File: src/rtl/alu_md.sv
// Execute-stage ALU: combinational R-type decode plus an iterative
// multiply/divide unit with HI/LO registers and a stall handshake.
//
// state | meaning
// IDLE  | no multiply/divide pending; HI/LO stable
// CALC  | WIDTH iterations of shift-add multiply or restoring divide
// FIX   | sign correction; HI/LO written at the end of this cycle
module alu_md #(
  parameter int WIDTH = 32
) (
  input  logic                     clk,
  input  logic                     rst_n,
  input  logic                     alu_valid,
  input  logic [5:0]               op,
  input  logic [5:0]               func,
  input  logic [$clog2(WIDTH)-1:0] shamt,
  input  logic [WIDTH-1:0]         alu_data_1,
  input  logic [WIDTH-1:0]         alu_data_2,
  output logic [WIDTH-1:0]         alu_result,
  output logic                     zero,
  output logic                     overflow,
  output logic                     stall,
  output logic                     md_busy,
  output logic                     md_done,
  output logic [WIDTH-1:0]         hi,
  output logic [WIDTH-1:0]         lo
);
  localparam int SHW = $clog2(WIDTH);

  localparam logic [5:0] F_SLL  = 6'b000000, F_SRL  = 6'b000010, F_SRA  = 6'b000011;
  localparam logic [5:0] F_MFHI = 6'b010000, F_MFLO = 6'b010010;
  localparam logic [5:0] F_MULT = 6'b011000, F_MULTU = 6'b011001;
  localparam logic [5:0] F_DIV  = 6'b011010, F_DIVU  = 6'b011011;
  localparam logic [5:0] F_ADD  = 6'b100000, F_ADDU = 6'b100001;
  localparam logic [5:0] F_SUB  = 6'b100010, F_SUBU = 6'b100011;
  localparam logic [5:0] F_AND  = 6'b100100, F_OR   = 6'b100101;
  localparam logic [5:0] F_XOR  = 6'b100110, F_NOR  = 6'b100111;
  localparam logic [5:0] F_SLT  = 6'b101010, F_SLTU = 6'b101011;

  typedef enum logic [1:0] {S_IDLE, S_CALC, S_FIX} state_t;

  state_t               state_q, state_d;
  logic [SHW-1:0]       cnt_q, cnt_d;
  logic [WIDTH-1:0]     a_q, a_d;
  logic [2*WIDTH-1:0]   p_q, p_d;
  logic                 is_div_q, is_div_d;
  logic                 neg_lo_q, neg_lo_d;
  logic                 neg_hi_q, neg_hi_d;
  logic [WIDTH-1:0]     hi_q, hi_d, lo_q, lo_d;
  logic                 done_q, done_d;

  logic                 rtype, md_op, hilo_rd, issue_md;
  logic [WIDTH-1:0]     sum, diff;
  logic                 signed_op, sign_1, sign_2;
  logic [WIDTH-1:0]     mag_1, mag_2;
  logic [WIDTH:0]       mul_sum, div_r, div_diff;
  logic [2*WIDTH-1:0]   prod_fix;

  assign rtype    = (op == 6'b000000);
  assign md_op    = rtype && (func inside {F_MULT, F_MULTU, F_DIV, F_DIVU});
  assign hilo_rd  = rtype && (func inside {F_MFHI, F_MFLO});
  assign md_busy  = (state_q != S_IDLE);
  assign issue_md = alu_valid && md_op && !md_busy;
  assign stall    = md_busy && alu_valid && (md_op || hilo_rd);
  assign md_done  = done_q;
  assign hi       = hi_q;
  assign lo       = lo_q;

  assign sum  = alu_data_1 + alu_data_2;
  assign diff = alu_data_1 - alu_data_2;

  always_comb begin
    alu_result = '0;
    overflow   = 1'b0;
    if (rtype) begin
      case (func)
        F_ADD: begin
          alu_result = sum;
          overflow   = (alu_data_1[WIDTH-1] == alu_data_2[WIDTH-1]) &&
                       (sum[WIDTH-1] != alu_data_1[WIDTH-1]);
        end
        F_ADDU: alu_result = sum;
        F_SUB: begin
          alu_result = diff;
          overflow   = (alu_data_1[WIDTH-1] != alu_data_2[WIDTH-1]) &&
                       (diff[WIDTH-1] != alu_data_1[WIDTH-1]);
        end
        F_SUBU: alu_result = diff;
        F_AND:  alu_result = alu_data_1 & alu_data_2;
        F_OR:   alu_result = alu_data_1 | alu_data_2;
        F_XOR:  alu_result = alu_data_1 ^ alu_data_2;
        F_NOR:  alu_result = ~(alu_data_1 | alu_data_2);
        F_SLT:  alu_result = {{(WIDTH-1){1'b0}}, ($signed(alu_data_1) < $signed(alu_data_2))};
        F_SLTU: alu_result = {{(WIDTH-1){1'b0}}, (alu_data_1 < alu_data_2)};
        F_SLL:  alu_result = alu_data_2 << shamt;
        F_SRL:  alu_result = alu_data_2 >> shamt;
        F_SRA:  alu_result = $signed(alu_data_2) >>> shamt;
        F_MFHI: alu_result = hi_q;
        F_MFLO: alu_result = lo_q;
        default: alu_result = '0;
      endcase
    end
  end

  assign zero = ~|alu_result;

  // Odd function codes (multu/divu) are the unsigned variants.
  assign signed_op = ~func[0];
  assign sign_1    = signed_op & alu_data_1[WIDTH-1];
  assign sign_2    = signed_op & alu_data_2[WIDTH-1];
  assign mag_1     = sign_1 ? -alu_data_1 : alu_data_1;
  assign mag_2     = sign_2 ? -alu_data_2 : alu_data_2;

  // p_q holds {partial product, multiplier} or {remainder, dividend/quotient}.
  assign mul_sum  = {1'b0, p_q[2*WIDTH-1:WIDTH]} + {1'b0, (p_q[0] ? a_q : '0)};
  assign div_r    = {p_q[2*WIDTH-1:WIDTH], p_q[WIDTH-1]};
  assign div_diff = div_r - {1'b0, a_q};
  assign prod_fix = neg_lo_q ? -p_q : p_q;

  always_comb begin
    state_d  = state_q;
    cnt_d    = cnt_q;
    a_d      = a_q;
    p_d      = p_q;
    is_div_d = is_div_q;
    neg_lo_d = neg_lo_q;
    neg_hi_d = neg_hi_q;
    hi_d     = hi_q;
    lo_d     = lo_q;
    done_d   = 1'b0;
    case (state_q)
      S_IDLE: begin
        if (issue_md) begin
          state_d  = S_CALC;
          cnt_d    = SHW'(WIDTH-1);
          is_div_d = func[1];
          neg_lo_d = sign_1 ^ sign_2;
          if (func[1]) begin
            a_d      = mag_2;
            p_d      = {{WIDTH{1'b0}}, mag_1};
            neg_hi_d = sign_1;
          end else begin
            a_d      = mag_1;
            p_d      = {{WIDTH{1'b0}}, mag_2};
            neg_hi_d = 1'b0;
          end
        end
      end
      S_CALC: begin
        if (is_div_q) begin
          if (!div_diff[WIDTH])
            p_d = {div_diff[WIDTH-1:0], p_q[WIDTH-2:0], 1'b1};
          else
            p_d = {div_r[WIDTH-1:0], p_q[WIDTH-2:0], 1'b0};
        end else begin
          p_d = {mul_sum, p_q[WIDTH-1:1]};
        end
        if (cnt_q == '0) state_d = S_FIX;
        else             cnt_d   = cnt_q - SHW'(1);
      end
      S_FIX: begin
        state_d = S_IDLE;
        done_d  = 1'b1;
        if (is_div_q) begin
          lo_d = neg_lo_q ? -p_q[WIDTH-1:0] : p_q[WIDTH-1:0];
          hi_d = neg_hi_q ? -p_q[2*WIDTH-1:WIDTH] : p_q[2*WIDTH-1:WIDTH];
        end else begin
          hi_d = prod_fix[2*WIDTH-1:WIDTH];
          lo_d = prod_fix[WIDTH-1:0];
        end
      end
      default: state_d = S_IDLE;
    endcase
  end

  always_ff @(posedge clk or negedge rst_n) begin
    if (!rst_n) begin
      state_q  <= S_IDLE;
      cnt_q    <= '0;
      a_q      <= '0;
      p_q      <= '0;
      is_div_q <= 1'b0;
      neg_lo_q <= 1'b0;
      neg_hi_q <= 1'b0;
      hi_q     <= '0;
      lo_q     <= '0;
      done_q   <= 1'b0;
    end else begin
      state_q  <= state_d;
      cnt_q    <= cnt_d;
      a_q      <= a_d;
      p_q      <= p_d;
      is_div_q <= is_div_d;
      neg_lo_q <= neg_lo_d;
      neg_hi_q <= neg_hi_d;
      hi_q     <= hi_d;
      lo_q     <= lo_d;
      done_q   <= done_d;
    end
  end
endmodule

File: config.mk
export PLATFORM = sky130hd
export DESIGN_NAME = alu_md
export DESIGN_NICKNAME = d
export VERILOG_FILES = /design/src/rtl/alu_md.sv
export SDC_FILE = /design/constraint.sdc
export NUM_CORES = 1
export LEC_CHECK = 0
export CAP_MARGIN = 20
export CORE_MARGIN = 2
export CORE_UTILIZATION = 40
export CTS_CLUSTER_DIAMETER = 200
export CTS_CLUSTER_SIZE = 25
export DETAILED_ROUTE_END_ITERATION = 8
export GPL_TIMING_DRIVEN = 1
export SYNTH_ARGS = -nofsm -noshare
export SYNTH_HDL_FRONTEND = slang
export SYNTH_SLANG_ARGS = --single-unit
File: constraint.sdc
create_clock -name clk -period 7.8 [get_ports clk]
set_input_delay 1.95 -clock clk [delete_from_list [all_inputs] [get_ports clk]]
set_output_delay 1.95 -clock clk [all_outputs]
set_load 0.02 [all_outputs]
==> impl_metrics.py <==
metrics = {
    "run_status": {
        "status": "finished, violations left",
        "violations": "setup timing",
    },
    "floorplan": {
        "die_w_um": 253,
        "rows": 91,
        "initial_utilization_pct": 40.4,
        "die_h_um": 253,
        "num_io_pins": 185,
        "core_area_mm2": 0.0615,
        "die_area_mm2": 0.0641,
    },
    "pwr": {
        "peakVddDrop_uv": 271,
        "p_per_area_mw_per_mm2": 207,
        "leakagePower_uw": 0.0154,
        "finalPower_uw": 7150,
    },
    "synthesis": {
        "synth_top_area_share_pct": 17.2,
        "yosys.area.top_type": "dfrtp_1",
        "ys_ff_latch": 171,
        "synth_nets": 3577,
        "avgSynthCellArea_um2": 7.51,
        "netlist_area_mm2": 0.0248,
        "ys_async_sr_fraction_pct": 100,
        "synth_cell_types": 85,
        "yosys_warnings": 0,
        "postSynthCellCount": 3308,
        "synthFlopType": "dfrtp_1",
        "synth_edf_count": 0,
        "ys_seq_area_share_pct": 17.2,
        "synth_area_leaders": "dfrtp_1 17%, ha_1 9.1%, o21ai_0 5.7%, nand2_1 5.0%, xnor2_1 4.8%",
    },
    "route": {
        "drt.antenna.violating_nets": 0,
        "drt-total-wl_um": 139000,
        "vias": 30616,
        "viasPerCell": 6.25,
        "drt_iter0_drc": 3515,
        "post_drt_wl_per_cell_um": 28.3,
        "drt_drc_violations_left": 0,
        "drtPass1Iterations": 9,
    },
    "timing": {
        "rsz0062_at_grt": "true",
        "worst_pin_slew_ns": 1.09,
        "slew_headroom_pct": 26.5,
        "period_needed_ns": 8.08,
        "max_freq_ghz": 0.124,
        "finalCritPeriodShare_pct": 104,
        "setup_viol": 1,
        "clock-skew-final_ns": 0.0172,
        "report.final.slew_viol_count": 0,
        "fin_ws_ns": -0.282,
        "hold_viol": 0,
    },
    "global_route": {
        "grt_pass1_wl_um": 199000,
        "antenna_found_initial": 4,
        "track_usage_pct": 42.5,
        "grt_max_degree": 107,
        "grt_pass1_vias": 28928,
        "grt_overflow": 0,
    },
    "worst_hold_path": {
        "hold_depth": 2,
        "min_path_type": "reg -> reg",
    },
    "final_layout": {
        "fin_nets": 4367,
        "syn2layout_area_growth_pct": 39.2,
        "final_common_cell": "buf_4",
        "final_cell_mix": "812 x buf_4, 332 x nand2_1, 277 x o21ai_0",
        "post-route-util_pct": 56.2,
        "drive_gt1_share_pct": 27.0,
    },
    "setup_path": {
        "cp.arrival_ns": 6.13,
        "rr_startpoint": "p_q[31]",
        "endpoint_kind": "output port",
        "cp_max_fo": 4,
        "critical_path_class": "in -> out",
        "r2r_end": "p_q[44]",
        "rrSetupSlack_ns": 2.61,
        "crit_path_end": "zero",
        "crit_start": "alu_data_1[2]",
        "r2r_cells": 16,
        "start_kind": "input port",
        "cp.required_ns": 5.85,
    },
    "clock_tree": {
        "htree_levels": 4,
        "cts_hold_repair.buffers": 0,
        "worstSkewPairLatency_ns": 0.46,
        "cts_sinks": 171,
        "cts_root_buf": "clkbuf_16",
        "tritoncts": "done",
        "numCtsBuffers": 17,
        "cts_max_path_buffers": 2,
        "clkTransAtPathRegs_ns": 0.08,
    },
    "place": {
        "portBuffers": 184,
        "routabilityCongestion": 1.09,
        "hpwl_um": 115000,
    },
    "run": {
        "maxCapViolCount": 0,
    },
}
cells by family after synthesis:
kind of cell / Yosys count / synth area share (%)
compound gates: 1135 / 30.1
xor+xnor: 211 / 7.44
fa+ha+maj: 185 / 9.44
buf+inv: 416 / 6.40
flops: 171 / 17.2
mux: 195 / 10.6
simple gates: 995 / 18.8
worst min-delay path by stage:
stage	from	to	slack [ns]
floorplan	a_q[10]	a_q[10]	0.45
global placement	a_q[11]	a_q[11]	0.47
detailed placement	a_q[18]	a_q[18]	0.48
CTS	a_q[26]	a_q[26]	0.50
global route	a_q[26]	a_q[26]	0.51
finish	a_q[26]	a_q[26]	0.50
power by group:
part           internal (uW)  total [uW]  switching [uW]  leakage (uW)
registers               1200        1980             784       0.00201
clock network            426         854             428      0.000278
logic                   1960        4310            2350        0.0132
total                   3580        7150            3560        0.0154
synthesized netlist by cell type, drive strengths merged (19+ instances only):
library cell	number
and2	26
clkbuf	197
or3	25
o31ai	43
nand4	22
a211oi	94
nor2b	20
nor3	73
a221oi	30
ha	181
buf	59
o21a	26
mux2i	115
mux4	51
nor2	270
a22oi	39
nand2b	33
a21o	52
xor2	76
inv	158
nand2	333
a21oi	227
nor4	44
o21ai	289
a31oi	54
o41ai	22
xnor2	135
nand3	62
o211ai	71
mux2	29
and3	19
dfrtp	171
o21bai	19
or4	22
sequential cells by signal, indices dropped and copies added, names as in the netlist:
| signal | count |
|---|---|
| state_q | 2 |
| neg_hi_q | 1 |
| hi | 32 |
| md_done | 1 |
| is_div_q | 1 |
| a_q | 32 |
| neg_lo_q | 1 |
| p_q | 64 |
| cnt_q | 5 |
| lo | 32 |
critical path: stages:
cell and delay [ns]:
clkdlybuf4s50_1 0.50, inv_2 0.06, ha_4 0.25, buf_4 0.14
or4_4 0.52, and4b_2 0.30, o21ba_4 0.22, o31a_1 0.28
o211a_1 0.22, o31ai_2 0.32, a31oi_4 0.16, or3_1 0.32
or4_4 0.49, a2111oi_4 0.19, buf_4 0.19
per-layer routing:
metal / vias to the layer above / wire, um / global-route usage (%)
li1: 13869 / - / -
met3: 378 / 13100 / 8.56
met5: - / 27 / 0
met1: 14713 / 56800 / 55.8
met2: 1652 / 59400 / 64.7
met4: 4 / 9420 / 24.6
stage by stage:
step | setup TNS, ns | hold WS (ns) | area (um^2) | std cells | setup slack, ns
after floorplan | 0 | 0.450 | 24900 | 3308 | 0.00852
after global routing | -0.393 | 0.512 | 34600 | 4902 | -0.393
after global placement | -7.00 | 0.470 | 33300 | 4855 | -1.30
after CTS | -0.461 | 0.501 | 34200 | 4893 | -0.319
final | -0.282 | 0.497 | 34600 | 4902 | -0.282
after detailed placement | -7.48 | 0.478 | 33300 | 4856 | -1.23
cell type report:
class	instances	area, um^2
Multi-Input combinational cell	2721	19600
Timing Repair Buffer	1027	8510
Fill cell	5962	26900
Clock inverter	15	150
Antenna cell	1	2.50
Tap cell	790	988
Clock buffer	17	425
Sequential cell	171	4280
Inverter	160	603
repair_timing:
action,CTS,global route
endpoints found under the setup margin,23,19
pin swaps,9,22
resized for setup,80,90
buffers inserted,5,7
Power figures use the tool's default switching activity.
